==> src/rtl/ov7670_config_sequencer_if.sv <==
// Bus bundle between the OV7670 config sequencer, its register ROM and the SCCB master.
interface ov7670_config_sequencer_if;
  logic        start;
  logic [7:0]  rom_addr;
  logic        rom_clk_en;
  logic [15:0] rom_dout;
  logic [7:0]  sccb_id;
  logic [7:0]  sccb_addr;
  logic [7:0]  sccb_data;
  logic        sccb_start;
  logic        sccb_ready;
  logic        sccb_err;
  logic        busy;
  logic        done;
  logic        error;

  modport master (
    input  start, rom_dout, sccb_ready, sccb_err,
    output rom_addr, rom_clk_en, sccb_id, sccb_addr, sccb_data, sccb_start, busy, done, error
  );

  modport slave (
    output start, rom_dout, sccb_ready, sccb_err,
    input  rom_addr, rom_clk_en, sccb_id, sccb_addr, sccb_data, sccb_start, busy, done, error
  );
endinterface

==> src/rtl/ov7670_config_sequencer.sv <==
// Walks the OV7670 register ROM and issues each entry as an SCCB write, honouring end/delay/skip markers.
// Define CFG_RETRY_EN to retry NACKed writes up to MAX_RETRY times before flagging error.
module ov7670_config_sequencer #(
  parameter logic [7:0] CAM_ID       = 8'h42,
  parameter int         DELAY_CYCLES = 250_000,
  parameter int         MAX_RETRY    = 3
) (
  input logic                       clk,
  input logic                       rst,
  ov7670_config_sequencer_if.master bus
);

  localparam int            DW         = (DELAY_CYCLES > 1) ? $clog2(DELAY_CYCLES) : 1;
  localparam logic [DW-1:0] DELAY_LOAD = DW'(DELAY_CYCLES - 1);

  typedef enum logic [3:0] {
    S_IDLE, S_FETCH, S_ROMWAIT, S_DECODE, S_SEND, S_ACKWAIT, S_WAITRDY, S_DELAY, S_FINISH
  } state_t;

  state_t        r_state, w_nextState;
  logic [7:0]    r_romAddr, w_romAddr;
  logic [7:0]    r_sccbAddr, w_sccbAddr;
  logic [7:0]    r_sccbData, w_sccbData;
  logic [DW-1:0] r_delay, w_delay;
  logic          r_done, w_done;
  logic          w_sccbStart;
  logic          w_advance;

`ifdef CFG_RETRY_EN
  localparam int RW = (MAX_RETRY > 0) ? $clog2(MAX_RETRY + 1) : 1;
  logic [RW-1:0] r_retry, w_retry;
  logic          r_error, w_error;
`endif

  always_ff @(posedge clk or posedge rst) begin
    if (rst) r_state <= S_IDLE;
    else     r_state <= w_nextState;
  end

  always_comb begin
    w_nextState = r_state;
    w_romAddr   = r_romAddr;
    w_sccbAddr  = r_sccbAddr;
    w_sccbData  = r_sccbData;
    w_delay     = r_delay;
    w_done      = r_done;
    w_sccbStart = 1'b0;
    w_advance   = 1'b0;
`ifdef CFG_RETRY_EN
    w_retry     = r_retry;
    w_error     = r_error;
`endif
    case (r_state)
      S_IDLE: begin
        if (bus.start) begin
          w_done      = 1'b0;
          w_romAddr   = 8'd0;
          w_nextState = S_FETCH;
`ifdef CFG_RETRY_EN
          w_error     = 1'b0;
          w_retry     = '0;
`endif
        end
      end
      S_FETCH:   w_nextState = S_ROMWAIT;
      S_ROMWAIT: w_nextState = S_DECODE;
      S_DECODE: begin
        if (bus.rom_dout == 16'hFFFF) begin
          w_nextState = S_FINISH;
        end else if (bus.rom_dout == 16'hFFF0) begin
          w_delay     = DELAY_LOAD;
          w_nextState = S_DELAY;
        end else if (bus.rom_dout[15:8] == 8'hFE) begin
          w_advance = 1'b1;
        end else begin
          w_sccbAddr  = bus.rom_dout[15:8];
          w_sccbData  = bus.rom_dout[7:0];
          w_nextState = S_SEND;
        end
      end
      S_SEND: begin
        if (bus.sccb_ready) begin
          w_sccbStart = 1'b1;
          w_nextState = S_ACKWAIT;
        end
      end
      S_ACKWAIT: w_nextState = S_WAITRDY;
      S_WAITRDY: begin
        if (bus.sccb_ready) begin
`ifdef CFG_RETRY_EN
          if (!bus.sccb_err) begin
            w_advance = 1'b1;
          end else if (r_retry < RW'(MAX_RETRY)) begin
            w_retry     = r_retry + RW'(1);
            w_nextState = S_SEND;
          end else begin
            w_error     = 1'b1;
            w_nextState = S_IDLE;
          end
`else
          w_advance = 1'b1;
`endif
        end
      end
      S_DELAY: begin
        if (r_delay == '0) w_advance = 1'b1;
        else               w_delay   = r_delay - DW'(1);
      end
      S_FINISH: begin
        w_done      = 1'b1;
        w_nextState = S_IDLE;
      end
      default: w_nextState = S_IDLE;
    endcase

    // The last ROM slot finishes the pass instead of wrapping back to address 0.
    if (w_advance) begin
`ifdef CFG_RETRY_EN
      w_retry = '0;
`endif
      if (r_romAddr == 8'hFF) begin
        w_nextState = S_FINISH;
      end else begin
        w_romAddr   = r_romAddr + 8'd1;
        w_nextState = S_FETCH;
      end
    end
  end

  always_ff @(posedge clk or posedge rst) begin
    if (rst) begin
      r_romAddr  <= 8'd0;
      r_sccbAddr <= 8'd0;
      r_sccbData <= 8'd0;
      r_delay    <= '0;
      r_done     <= 1'b0;
`ifdef CFG_RETRY_EN
      r_retry    <= '0;
      r_error    <= 1'b0;
`endif
    end else begin
      r_romAddr  <= w_romAddr;
      r_sccbAddr <= w_sccbAddr;
      r_sccbData <= w_sccbData;
      r_delay    <= w_delay;
      r_done     <= w_done;
`ifdef CFG_RETRY_EN
      r_retry    <= w_retry;
      r_error    <= w_error;
`endif
    end
  end

  assign bus.rom_addr   = r_romAddr;
  assign bus.rom_clk_en = (r_state == S_FETCH);
  assign bus.sccb_id    = CAM_ID;
  assign bus.sccb_addr  = r_sccbAddr;
  assign bus.sccb_data  = r_sccbData;
  assign bus.sccb_start = w_sccbStart;
  assign bus.busy       = (r_state != S_IDLE);
  assign bus.done       = r_done;
`ifdef CFG_RETRY_EN
  assign bus.error      = r_error;
`else
  assign bus.error      = 1'b0;
`endif

endmodule
==> src/flat_wrapper.sv <==
// flat-port wrapper written by rule: the top's interface ports become plain ports
module ov7670_config_sequencer_flat 
#(
  parameter logic [7:0] CAM_ID       = 8'h42,
  parameter int         DELAY_CYCLES = 250_000,
  parameter int         MAX_RETRY    = 3
)
  (clk, rst, bus_start, bus_rom_dout, bus_sccb_ready, bus_sccb_err, bus_rom_addr, bus_rom_clk_en, bus_sccb_id, bus_sccb_addr, bus_sccb_data, bus_sccb_start, bus_busy, bus_done, bus_error);
  ov7670_config_sequencer_if bus_i ();
  input logic clk;
  input logic rst;
  input wire logic [$bits(bus_i.start)-1:0] bus_start;
  input wire logic [$bits(bus_i.rom_dout)-1:0] bus_rom_dout;
  input wire logic [$bits(bus_i.sccb_ready)-1:0] bus_sccb_ready;
  input wire logic [$bits(bus_i.sccb_err)-1:0] bus_sccb_err;
  output wire logic [$bits(bus_i.rom_addr)-1:0] bus_rom_addr;
  output wire logic [$bits(bus_i.rom_clk_en)-1:0] bus_rom_clk_en;
  output wire logic [$bits(bus_i.sccb_id)-1:0] bus_sccb_id;
  output wire logic [$bits(bus_i.sccb_addr)-1:0] bus_sccb_addr;
  output wire logic [$bits(bus_i.sccb_data)-1:0] bus_sccb_data;
  output wire logic [$bits(bus_i.sccb_start)-1:0] bus_sccb_start;
  output wire logic [$bits(bus_i.busy)-1:0] bus_busy;
  output wire logic [$bits(bus_i.done)-1:0] bus_done;
  output wire logic [$bits(bus_i.error)-1:0] bus_error;
  assign bus_i.start = bus_start;
  assign bus_i.rom_dout = bus_rom_dout;
  assign bus_i.sccb_ready = bus_sccb_ready;
  assign bus_i.sccb_err = bus_sccb_err;
  assign bus_rom_addr = bus_i.rom_addr;
  assign bus_rom_clk_en = bus_i.rom_clk_en;
  assign bus_sccb_id = bus_i.sccb_id;
  assign bus_sccb_addr = bus_i.sccb_addr;
  assign bus_sccb_data = bus_i.sccb_data;
  assign bus_sccb_start = bus_i.sccb_start;
  assign bus_busy = bus_i.busy;
  assign bus_done = bus_i.done;
  assign bus_error = bus_i.error;
  ov7670_config_sequencer #(.CAM_ID(CAM_ID), .DELAY_CYCLES(DELAY_CYCLES), .MAX_RETRY(MAX_RETRY)) u_core (.clk(clk), .rst(rst), .bus(bus_i));
endmodule
==> config.mk <==
export PLATFORM = sky130hd
export DESIGN_NAME = ov7670_config_sequencer_flat
export DESIGN_NICKNAME = d
export VERILOG_FILES = /design/src/rtl/ov7670_config_sequencer_if.sv /design/src/rtl/ov7670_config_sequencer.sv /design/src/flat_wrapper.sv
export SDC_FILE = /design/constraint.sdc
export NUM_CORES = 1
export LEC_CHECK = 0
export CAP_MARGIN = 20
export CORE_MARGIN = 2
export CORE_UTILIZATION = 40
export DETAILED_ROUTE_END_ITERATION = 6
export PLACE_DENSITY = 0.66
export SLEW_MARGIN = 20
export SYNTH_ARGS = -nofsm -noshare
export SYNTH_HDL_FRONTEND = slang
export SYNTH_SLANG_ARGS = --single-unit
==> constraint.sdc <==
create_clock -name clk -period 5 [get_ports clk]
set_clock_uncertainty 0.2 [all_clocks]
set_input_delay 0.75 -clock clk [delete_from_list [all_inputs] [get_ports clk]]
set_output_delay 0.75 -clock clk [all_outputs]
set_load 0.02 [all_outputs]
==> results of run 1 <==
==> cell families after synthesis <==
kind of cell / share of synthesized area, %
buffers and inverters: 5.74
other: 0.295
adders and majority gates: 1.47
muxes: 8.30
and+or+nand+nor: 23.6
xor gates and xnor gates: 1.37
AOI/OAI and AO/OA: 13.1
DFF: 46.1
==> worst max-delay path, cell delays in order <==
cell and delay, ps:
sky130_fd_sc_hd__clkdlybuf4s50_1 440, sky130_fd_sc_hd__or4_4 600, sky130_fd_sc_hd__o41ai_4 500, sky130_fd_sc_hd__o211ai_2 370, sky130_fd_sc_hd__nor4_1 370, sky130_fd_sc_hd__mux2_2 370
==> path summary, 6_finish.rpt <==
kind | from | to | depth (start not counted)
min in group asynchronous | rst | u_core.r_delay[10] | 2
min | u_core.bus.done | u_core.bus.done | 1
min reg2reg | u_core.bus.done | u_core.bus.done | 1
max | bus_rom_dout[0] | u_core.r_delay[5] | 6
max in group asynchronous | rst | u_core.r_state[3] | 2
max reg2reg | u_core.r_delay[3] | u_core.r_delay[5] | 5
==> Yosys cell counts (all sizes together) (3+ instances only) <==
cell    instances  share of area, %
dfrtp          47                46
o31ai           5               1.5
ha              3               1.5
o21ai          17               3.3
xor2            4               1.4
nor2           15               2.2
or4            11               3.4
or2             4              0.98
nand2          12               1.8
nor4            7               1.7
or3            15               3.7
mux2           17               7.5
clkbuf          7               1.0
inv             9               1.3
a21oi          17               3.3
buf            13               3.4
nand4          11               2.7
nand3          11               2.2
o211ai          5               1.7
nor3            6               1.2
==> metrics by stage <==
stage / instance area [sq um] / utilization (%) / instances
global route: 3150 / 50.4 / 381
CTS: 3140 / 50.4 / 381
finish: 3150 / 50.4 / 381
floorplan: 2570 / - / 267
global placement: 3040 / 48.8 / 373
detailed placement: 3040 / 48.8 / 373
==> registers in the layout, summed over array words and instances, names as in the netlist <==
signal / flops
u_core.bus.rom_addr: 8
u_core.bus.sccb_addr: 8
u_core.bus.sccb_data: 8
u_core.r_delay: 18
u_core.bus.done: 1
u_core.r_state: 4
==> final cells by class <==
cell class | instances | share of cell area, %
clock buffer | 8 | 3.18
multi-input combinational | 191 | 39.8
sequential | 47 | 37.4
tap | 77 | 3.06
inverter | 9 | 1.11
timing repair buffer | 49 | 15.4
==> layer usage <==
metal / vias to the layer above / wire [um]
li1: 1040 / -
met1: 1015 / 2600
met2: 44 / 2470
met3: 6 / 228
met4: 0 / 68
met5: - / 0
==> power breakdown <==
group	leakage (nW)	internal (mW)	total (mW)	switching, mW
clock	0.0515	0.126	0.248	0.122
sequential	0.592	0.501	0.614	0.113
combinational	0.696	0.357	0.730	0.374
==> layout by cell type (no fill, tap or decap), drive strengths merged, types with 3 or more instances in the layout <==
master,netlist,layout
ha,3,3
clkbuf,7,8
clkdlybuf4s50,0,47
a21oi,17,17
inv,9,8
nor2,15,15
o21ai,17,17
dfrtp,47,47
o211ai,5,5
nor3,6,6
mux2,17,17
or2,4,4
nor4,7,7
nand2,12,12
or4,11,11
o31ai,5,5
nand4,11,11
or3,15,15
nand3,11,11
conb,2,9
xor2,4,4
==> flow_summary.json, run 1 <==
{
  "relSlewSlack_pct": 38.5,
  "post_drt_wl_per_cell_um": 14.1,
  "post_route_cells_drive_above_1_share_pct": 10.9,
  "cts_made_buffers": 5,
  "post_cts_resized": 0,
  "finalHoldWorstSlack_ps": 304,
  "post_synth_instance_area_sq_um": 2550,
  "core_region_area_sq_um": 6240,
  "rsz0062_at_grt": "no",
  "syn_avg_cell_area_sq_um": 9.80,
  "detail_route.iter0.violations": 116,
  "worstSkewPairLatency_ps": 290,
  "place_congestion": 0.842,
  "multi_input_area_sq_um": 1250,
  "yosys_warnings": 0,
  "route.antenna.remaining_nets": 0,
  "grt_pass1_wl_um": 9140,
  "number_of_fill_cells": 609,
  "hpwl_after_detailed_placement_um": 3840,
  "count_of_standard_cell_rows": 29,
  "worst-r2r-setup-slack_ps": 2310,
  "num_antenna_cells": 0,
  "finalSetupViolCount": 0,
  "ctsLongestPathBuffers": 2,
  "ys.flop_type": "sky130_fd_sc_hd__dfrtp_1",
  "met2_usage_pct": 24.2,
  "crit_path_max_fanout": 14,
  "worstPathArrival_ps": 3400,
  "p_total_mw": 1.59,
  "power.density_nw_per_um2": 506,
  "pin_count": 58,
  "grtUsageTotal_pct": 15.9,
  "met3_usage_pct": 3.36,
  "cp_data_required_time_ps": 4980,
  "timing.final.crit_share_pct": 68.4,
  "busiest_layer": "met2",
  "die_w_um": 83.8,
  "regArea_sq_um": 1180,
  "worstMarginPinSlew_ps": 914,
  "cts-hold-fix-buffers": 0,
  "timing.critical_path.from_type": "primary input",
  "pin_count_of_the_biggest_net_entering_global_routing": 48,
  "vdd_drop_max_uv": 281,
  "maxCapViolations": 0,
  "worst_setup_path_end_kind": "flop",
  "cts.clk_slew.worst_paths_ps": 80,
  "status": "complete, no violations",
  "cts_max_level": 2,
  "dieHeight_um": 83.8,
  "port-buffer-count": 47,
  "finalHoldViolations": 0,
  "start_util_pct": 40.8,
  "number_of_global_route_vias_before_repair": 1956,
  "cts_setup_buffers": 0,
  "syn_inst": 260,
  "netlist-cell-type-count": 42,
  "post-route-drc-count": 0,
  "grt.overflow.total": 0,
  "fin_setup_tns_ps": 0,
  "finalMaxSlewViolations": 0,
  "count_of_vias_placed_by_the_detailed_router": 2105,
  "dr.pass1.iters": 4,
  "leakage_power_nw": 1.34,
  "synth-edff-count": 0,
  "tritoncts_num_sinks": 47,
  "area_grow_syn2layout_pct": 23.4,
  "synth-seq-cells": 47,
  "cts_tree": "built",
  "hold_path_class": "reg -> reg",
  "timing_worst_setup_path_type": "in -> reg",
  "floorplan.die_area_sq_um": 7030,
  "grt_antenna_before_repair": 0,
  "clock-root-buffer": "sky130_fd_sc_hd__clkbuf_8",
  "dp_slack_ps": 1290,
  "design.final.nets": 327,
  "synth-seq-area-share_pct": 46.1,
  "period_needed_ps": 3420,
  "viasPerCell": 5.52,
  "postSynth.asyncResetShare_pct": 100,
  "detail_route.wirelength_um": 5370,
  "timing.fmax_mhz": 292,
  "fin_ws_ps": 1580,
  "met1_usage_pct": 23.0
}
Note: power is estimated with default switching activity, not from simulation.
==> run 2, diff against run 1 <==
PLACE_DENSITY = 0.69   (was 0.66)
clock period = 3 ns   (was 5 ns; I/O delays follow)
==> run 2 against run 1 <==
Compared with the run above:
- register-to-register slack lost 2000 ps
- combinational power grew 81%
- critical path depth is the same
- largest cell class unchanged
==> flow_summary.json, run 2 (synthesis gave the netlist of run 1 again) <==
{
  "cp_data_required_time_ps": 2990,
  "timing_worst_setup_path_type": "in -> reg",
  "leakage_power_nw": 1.42,
  "start_util_pct": 40.8,
  "placed_cells": 388,
  "maxCapViolations": 0,
  "grt.overflow.total": 0,
  "startpoint_of_the_worst_setup_timing_path": "bus_rom_dout[0]",
  "comb_power_share_pct": 47.1,
  "worstSkewPairLatency_ps": 300,
  "power_report.internal_total_mw": 1.74,
  "period_needed_ps": 2770,
  "tritoncts_num_sinks": 47,
  "timing.final.crit_share_pct": 92.4,
  "worst_setup_path_end_kind": "flop",
  "status": "complete, no violations",
  "dr.pass1.iters": 4,
  "detail_route.iter0.violations": 84,
  "cts.clk_slew.worst_paths_ps": 90,
  "clockPowerShare_pct": 17.1,
  "detail_route.wirelength_um": 5660,
  "largest-register": "u_core.r_delay",
  "ff_to_ff_start": "u_core.r_delay[3]",
  "pin_count_of_the_biggest_net_entering_global_routing": 22,
  "cts_max_level": 2,
  "timing.critical_path.from_type": "primary input",
  "core_region_area_sq_um": 6240,
  "dieHeight_um": 83.8,
  "relSlewSlack_pct": 55.1,
  "place_congestion": 0.767,
  "critical_path.slowest_cell": "sky130_fd_sc_hd__or4_4",
  "worst-r2r-setup-slack_ps": 350,
  "finalHoldViolations": 0,
  "area_grow_syn2layout_pct": 29.1,
  "grtUsageTotal_pct": 16.6,
  "cts_tree": "built",
  "post-route-drc-count": 0,
  "worstMarginPinSlew_ps": 672,
  "netSwitchingFraction_pct": 37.8,
  "cts_made_buffers": 5,
  "fin_setup_tns_ps": 0,
  "design.final.nets": 342,
  "post_drt_wl_per_cell_um": 14.3,
  "stdcell_count": 396,
  "ff2ff_path_depth": 5,
  "design_area_sq_um": 3290,
  "port-buffer-count": 47,
  "timing.critical_path.slowest_cell_delay_ps": 580,
  "num_antenna_cells": 0,
  "pwr-share-seq_pct": 35.8,
  "grt_antenna_before_repair": 0,
  "pin_count": 58,
  "grt_pass1_wl_um": 9470,
  "vdd_drop_max_uv": 511,
  "worstSetupEndpoint": "u_core.r_delay[5]",
  "finalMaxSlewViolations": 0,
  "max_reg_flops": 18,
  "number_of_stages_on_the_worst_setup_path": 6,
  "floorplan.die_area_sq_um": 7030,
  "fin_ws_ps": 228,
  "post_cts_resized": 0,
  "die_w_um": 83.8,
  "viasPerCell": 5.39,
  "category_of_cells_accounting_for_the_largest_share_of_critical_path_delay": "simple AND/OR/NAND/NOR gates",
  "timing.fmax_mhz": 361,
  "dp_slack_ps": -103,
  "path_cells": "clkdlybuf4s50_1 -> or4_4 -> o41ai_4 -> o211ai_2 -> nor4_1 -> mux2_2",
  "crit_path_max_fanout": 9,
  "worstPathArrival_ps": 2770,
  "ctsLongestPathBuffers": 2,
  "route.antenna.remaining_nets": 0,
  "number_of_global_route_vias_before_repair": 1946,
  "finalSetupViolCount": 0,
  "layout.cells.most_common_list": "47 x sky130_fd_sc_hd__clkdlybuf4s50_1, 47 x sky130_fd_sc_hd__dfrtp_1, 17 x sky130_fd_sc_hd__a21oi_1, 17 x sky130_fd_sc_hd__mux2_2, 17 x sky130_fd_sc_hd__o21ai_0",
  "p_switching_mw": 1.06,
  "finalHoldWorstSlack_ps": 179,
  "timing.rr.end": "u_core.r_delay[13]",
  "rsz0062_at_grt": "no",
  "layout.core_utilization_pct": 52.7,
  "p_total_mw": 2.80,
  "hold_path_class": "in -> async",
  "count_of_standard_cell_rows": 29,
  "cts_setup_buffers": 0,
  "cp.buffers_inverters": 1,
  "power.density_nw_per_um2": 849,
  "clock-root-buffer": "sky130_fd_sc_hd__clkbuf_8",
  "count_of_vias_placed_by_the_detailed_router": 2134,
  "hpwl_after_detailed_placement_um": 4280,
  "placedInstanceArea_sq_um": 3170,
  "post_route_cells_drive_above_1_share_pct": 15.7,
  "cts-hold-fix-buffers": 0
}
## run 2: cell count changes in the layout (fill, tap and decap cells not counted), sizes merged
cell    before  now
buf          2   17
clkbuf       8    5
inv          8   10
bufinv       0    1
## run 2: area by class of cell
cell class,instances,area [sq um]
Clock buffer,5,68.8
Clock inverter,3,47.5
Fill cell,575,2950
Inverter,9,33.8
Multi-Input combinational cell,191,1260
Sequential cell,47,1180
Tap cell,77,96.3
Timing Repair Buffer,64,611
## run 2: layer usage
metal  global-route usage, %  vias up  routed length, um
met5                       0        -                  0
met4                    4.99        0                 66
met3                    3.76        5                218
met2                    24.9       43               2580
met1                    23.9     1019               2790
li1                        -     1067                  -
## run 2: worst min-delay path by stage
stage,from,to,slack [ps],depth (start not counted)
floorplan,u_core.r_delay[17],u_core.r_delay[17],280,2
global placement,u_core.bus.done,u_core.bus.done,280,1
detailed placement,u_core.bus.done,u_core.bus.done,290,1
CTS,rst,u_core.r_delay[2],180,2
global route,rst,u_core.r_delay[2],210,2
finish,rst,u_core.r_delay[2],180,2
## run 2: power by group through the flow
stage	sequential, mW	combinational [mW]	clock (mW)
floorplan	1.18	0.584	0
global placement	1.00	1.30	0
detailed placement	1.01	1.33	0
CTS	1.00	1.33	0.491
global route	1.03	1.43	0.518
finish	1.00	1.32	0.478
==> edit 1, RTL diff (config.mk and constraints of run 2) <==
`r_romAddr`, `r_sccbAddr` and `r_sccbData` no longer have a reset.
--- a/src/rtl/ov7670_config_sequencer.sv
+++ b/src/rtl/ov7670_config_sequencer.sv
@@ -129,9 +129,6 @@
 
   always_ff @(posedge clk or posedge rst) begin
     if (rst) begin
-      r_romAddr  <= 8'd0;
-      r_sccbAddr <= 8'd0;
-      r_sccbData <= 8'd0;
       r_delay    <= '0;
       r_done     <= 1'b0;
 `ifdef CFG_RETRY_EN
@@ -139,9 +136,6 @@
       r_error    <= 1'b0;
 `endif
     end else begin
-      r_romAddr  <= w_romAddr;
-      r_sccbAddr <= w_sccbAddr;
-      r_sccbData <= w_sccbData;
       r_delay    <= w_delay;
       r_done     <= w_done;
 `ifdef CFG_RETRY_EN
@@ -149,6 +143,12 @@
       r_error    <= w_error;
 `endif
     end
+  end
+
+  always_ff @(posedge clk) begin
+    r_romAddr  <= w_romAddr;
+    r_sccbAddr <= w_sccbAddr;
+    r_sccbData <= w_sccbData;
   end
 
   assign bus.rom_addr   = r_romAddr;
Check against the original RTL: differs if rst is asserted again (counterexample within 10 cycles, from zero or initial values and one cycle with rst high); with rst held inactive, the same outputs for 10 cycles.
==> edit 1 against run 2 <==
Setup slack better by 0.029 ns. Sequential share of layout area up 4.0 points. Synthesized area decreased by 8.0%. Sequential cell count stayed put. Total power is 14% lower. Design area down 7.0%. Routed wire length fell by 12%. Synthesized cell count down 8.1%. Via count is 7.5% lower.
==> edit 1: results (changes against run 2) <==
Post-layout nets=318 (was 342); Total GRT Usage=16.6% (about the same); Slew HR=62.3% (was 55.1%); largest net degree at the start of global routing=24 (was 22); asr flop ratio synth=48.9% (was 100%); Netlist Area Pre-Place=2350 um^2 (was 2550 um^2); mux cell area share after synthesis=0.853% (was 8.30%); most common library cells after synthesis=dfrtp_1 (23), nand2_1 (20), nor2_1 (19) (was dfrtp_1 (47), a21oi_1 (17), mux2_2 (17), o21ai_0 (17)); first-pass GRT wire length=8290 um (was 9470 um); met2 WL=2240 um (was 2580 um); CP Launch Point=u_core.r_delay[2]$_DFFE_PP0P_ (was bus_rom_dout[0]); Post-Layout Inst Area=3060 um^2 (was 3290 um^2); CP Max Fanout=6 (was 9); post-synthesis compound-gate area fraction=15.1% (was 13.1%); DR vias/cell=5.38 (was 5.39); vias after detailed routing=1,975 (was 2,134); Int Power=0.00154 W (was 0.00174 W); Synth Area in Adders=1.60% (was 1.47%); Critical Path AT=2.78 ns (was 2.77 ns); Max rail drop VDD=0.000460 V (was 0.000511 V); Cells after DPL=359 (was 388); routed len/inst=13.6 um (was 14.3 um); number of multi-input logic gates=175 (was 191); top cells by area, synth=dfrtp_1 (25%), edfxtp_1 (20%), dfxtp_1 (6.8%) (was dfrtp_1 (46%), mux2_2 (7.5%), or3_1 (3.7%)); Netlist cell types=50 (was 42); placed cell area=2910 um^2 (was 3170 um^2); min-delay worst type=in -> async (unchanged); share of layout cells above drive strength 1=9.15% (was 15.7%); met1 WL=2370 um (was 2790 um); Cells after Synth=239 (was 260); number of global-route vias before repair=1,765 (was 1,946); Seq area share=39.7% (was 35.7%); 1st-iter DRT viols=93 (was 84); multi-input gate share of the layout cell area=34.1% (was 38.2%); run status=finished, final reports clean (unchanged); Non-clk invs=8 (was 9); met3 routed WL=311 um (was 218 um); xor/xnor share of the synthesized area=2.24% (was 1.37%); DP HPWL=3610 um (was 4280 um)
-- edit 1: cell count changes in the layout (fill, tap and decap cells not counted), sizes merged, moves of 4 or more --
cell / run 2 / this run
dfxtp: 0 / 8
edfxtp: 0 / 16
or3: 15 / 3
nor3: 6 / 10
buf: 17 / 10
or4: 11 / 5
mux2: 17 / 0
dfrtp: 47 / 23
nor2: 15 / 19
nand2: 12 / 20
nand4: 11 / 4
-- edit 1: worst paths after layout --
check                                                 end  slack, ns  cells after the start
hold / removal              u_core.r_delay[3]$_DFFE_PP0P_       0.28                      3
max in group asynchronous   u_core.r_delay[2]$_DFFE_PP0P_       2.09                      3
setup reg to reg           u_core.r_delay[17]$_DFFE_PP0P_       0.26                      6
min in group clk            u_core.r_delay[9]$_DFFE_PP0P_       0.31                      1
setup / recovery           u_core.r_delay[17]$_DFFE_PP0P_       0.26                      6
hold reg to reg             u_core.r_delay[9]$_DFFE_PP0P_       0.31                      1
-- edit 1: metal layers --
metal  vias to the layer above  track usage, %
met2                        63            24.7
met1                       935            23.1
met3                         5            3.71
met4                         0            6.95
li1                        972               -
met5                         -               0
-- edit 1: power groups by stage --
| stage | Sequential, W | Combinational (W) | Clock [W] |
|---|---|---|---|
| 4_1_cts | 0.000970 | 0.000881 | 0.000561 |
| 2_1_floorplan | 0.000996 | 0.000522 | 0 |
| 5_1_grt | 0.000994 | 0.000978 | 0.000591 |
| 3_5_place_dp | 0.000980 | 0.000876 | 0 |
| 6_report | 0.000974 | 0.000880 | 0.000553 |
| 3_3_place_gp | 0.000975 | 0.000864 | 0 |
-- edit 1: worst reg2reg max path, delay by kind of cell (launching register included) --
family / cells / cell delay [ns]
DFF: 1 / 0.44
and+or+nand+nor: 3 / 1.63
AOI/OAI and AO/OA: 3 / 0.41
==> edit 2, RTL diff (config.mk and constraints of run 2) <==
Without the edit above. Build with the macro `CFG_RETRY_EN` defined.
--- a/src/rtl/ov7670_config_sequencer.sv
+++ b/src/rtl/ov7670_config_sequencer.sv
@@ -1,5 +1,7 @@
 // Walks the OV7670 register ROM and issues each entry as an SCCB write, honouring end/delay/skip markers.
 // Define CFG_RETRY_EN to retry NACKed writes up to MAX_RETRY times before flagging error.
+`define CFG_RETRY_EN
+
 module ov7670_config_sequencer #(
   parameter logic [7:0] CAM_ID       = 8'h42,
   parameter int         DELAY_CYCLES = 250_000,
Behaviour: not the same (Yosys sat finds a counterexample within 10 cycles, from zero or initial values and one cycle with rst high).
==> edit 2 against run 2 <==
Synthesized cell count is 4.6% higher. Routed wire length is 9.0% higher. Sequential cell count rose by 3. Synthesized area up 8.5%. Critical endpoint is now u_core.bus.rom_addr[3]$_DFF_PP0_. Design area up 7.9%. Critical path depth shrank 1. Global-route usage up 0.42 points. Maximum frequency is 1.1% higher. Cell count is 4.5% higher. Total power is 8.8% higher. Setup slack better by 0.029 ns. Combinational power grew 7%. Sequential share of layout area shrank 0.49 points.
==> edit 2: results (changes against run 2) <==
Worst path top cell family by delay=simple AND/OR/NAND/NOR gates (unchanged); met3 layer usage reported by global route=4.08% (was 3.76%); leak pwr=1.41 nW (was 1.42 nW); Total GRT Usage=17.0% (was 16.6%); post-CTS setup buffer count=0 (unchanged); total wire length=6170 um (was 5660 um); met1 usage=23.5% (was 23.9%); max reg flops=18 (unchanged); Routability Congestion=0.845 (was 0.767); CTS Buffer Depth=2 (unchanged); H-tree levels=2 (unchanged); crit-path max cell delay=0.59 ns; met2 WL=2890 um (was 2580 um); setup violators final=0 (unchanged); run status=finished, final reports clean (unchanged); Root Buffer=clkbuf_8 (unchanged); Netlist cell types=58 (was 42); top cells by area, synth=dfrtp_1 (45%), mux2_2 (6.9%), nor3_1 (2.7%) (was dfrtp_1 (46%), mux2_2 (7.5%), or3_1 (3.7%)); number of global-route vias before repair=2,174 (was 1,946); most common library cells after synthesis=dfrtp_1 (50), mux2_2 (17), nand2_1 (16) (was dfrtp_1 (47), a21oi_1 (17), mux2_2 (17), o21ai_0 (17)); Biggest register=u_core.r_delay (unchanged); met1 WL=2880 um (was 2790 um); largest net degree at the start of global routing=27 (was 22); placed cell area=3440 um^2 (was 3170 um^2); top sig layer=met4 (unchanged); 1st-pass router iterations=4 (unchanged); critical path's slowest cell=or4_4 (unchanged); worst slew pin tran=0.888 ns (was 0.672 ns); met3 routed WL=322 um (was 218 um); CTS hold repair buffers=0 (unchanged); initial antenna violation count=0 (unchanged); asr flop ratio synth=100% (unchanged); vias after detailed routing=2,351 (was 2,134); n_diodes=0 (unchanged); CP Max Fanout=14 (was 9); 1st-iter DRT viols=92 (was 84); Yosys warning total=0 (unchanged); CTS buffer count=5 (unchanged); share of layout cells above drive strength 1=15.6% (was 15.7%); routing usage on met2=25.7% (was 24.9%); first-pass GRT wire length=10,200 um (was 9470 um); Critical Path AT=2.75 ns (was 2.77 ns); Post-layout nets=357 (was 342); Max rail drop VDD=0.000575 V (was 0.000511 V); Port Buffer Count=49 (was 47); register area share after synthesis=45.2% (was 46.1%); Clock transition at path regs=0.09 ns (about the same); quantity of gates resized following cts=0 (unchanged); min-delay worst type=reg -> reg (was in -> async); DP HPWL=4510 um (was 4280 um); GR peak layer=met2 (unchanged); clock latency on the worst-skew pair=0.30 ns (about the same); Fillers=594 (was 575)
## edit 2: power by group
group          total, W  internal, W  leakage, nW  switching, W
logic           0.00141     0.000710        0.717      0.000697
registers       0.00117     0.000924        0.636      0.000243
clock network  0.000468     0.000250       0.0524      0.000218
total           0.00304      0.00188         1.41       0.00116
## edit 2: worst paths after layout
kind	from	endpoint	slack [ns]	cells after the start
max	u_core.r_delay[11]$_DFFE_PP0P_	u_core.bus.rom_addr[3]$_DFF_PP0_	0.26	5
min	u_core.bus.sccb_data[6]$_DFFE_PP0P_	u_core.bus.sccb_data[6]$_DFFE_PP0P_	0.31	1
max reg2reg	u_core.r_delay[11]$_DFFE_PP0P_	u_core.bus.rom_addr[3]$_DFF_PP0_	0.26	5
min reg2reg	u_core.bus.sccb_data[6]$_DFFE_PP0P_	u_core.bus.sccb_data[6]$_DFFE_PP0P_	0.31	1
max in group asynchronous	rst	u_core.r_delay[13]$_DFFE_PP0P_	1.74	3
min in group asynchronous	rst	u_core.bus.sccb_addr[7]$_DFFE_PP0P_	0.32	2
## edit 2: area by class of cell
class	count	area (um^2)	area share, %
multi-input combinational	202	1400	39.5
sequential	50	1250	35.2
timing repair buffer	67	663	18.7
tap	80	100	2.82
clock buffer	7	76.3	2.15
clock inverter	1	30.0	0.846
inverter	7	26.3	0.740
## edit 2: metrics by stage
stage	cells	worst slack, ns
final	414	0.257
after global routing	414	0.0298
after CTS	414	0.242
after detailed placement	406	0.117
after global placement	406	0.136
after floorplan	278	0.589
## edit 2: kinds of logic (layout without fill, tap and decap cells)
group           after synthesis  in the layout  synth area share, %
other cells                   2              8                0.272
buf+inv                      26             82                 5.02
flops                        50             50                 45.2
compound gates               60             60                 14.8
simple gates                110            110                 25.0
fa+ha+maj                     3              3                 1.36
xor+xnor                      1              1                0.317
mux                          20             20                 8.01
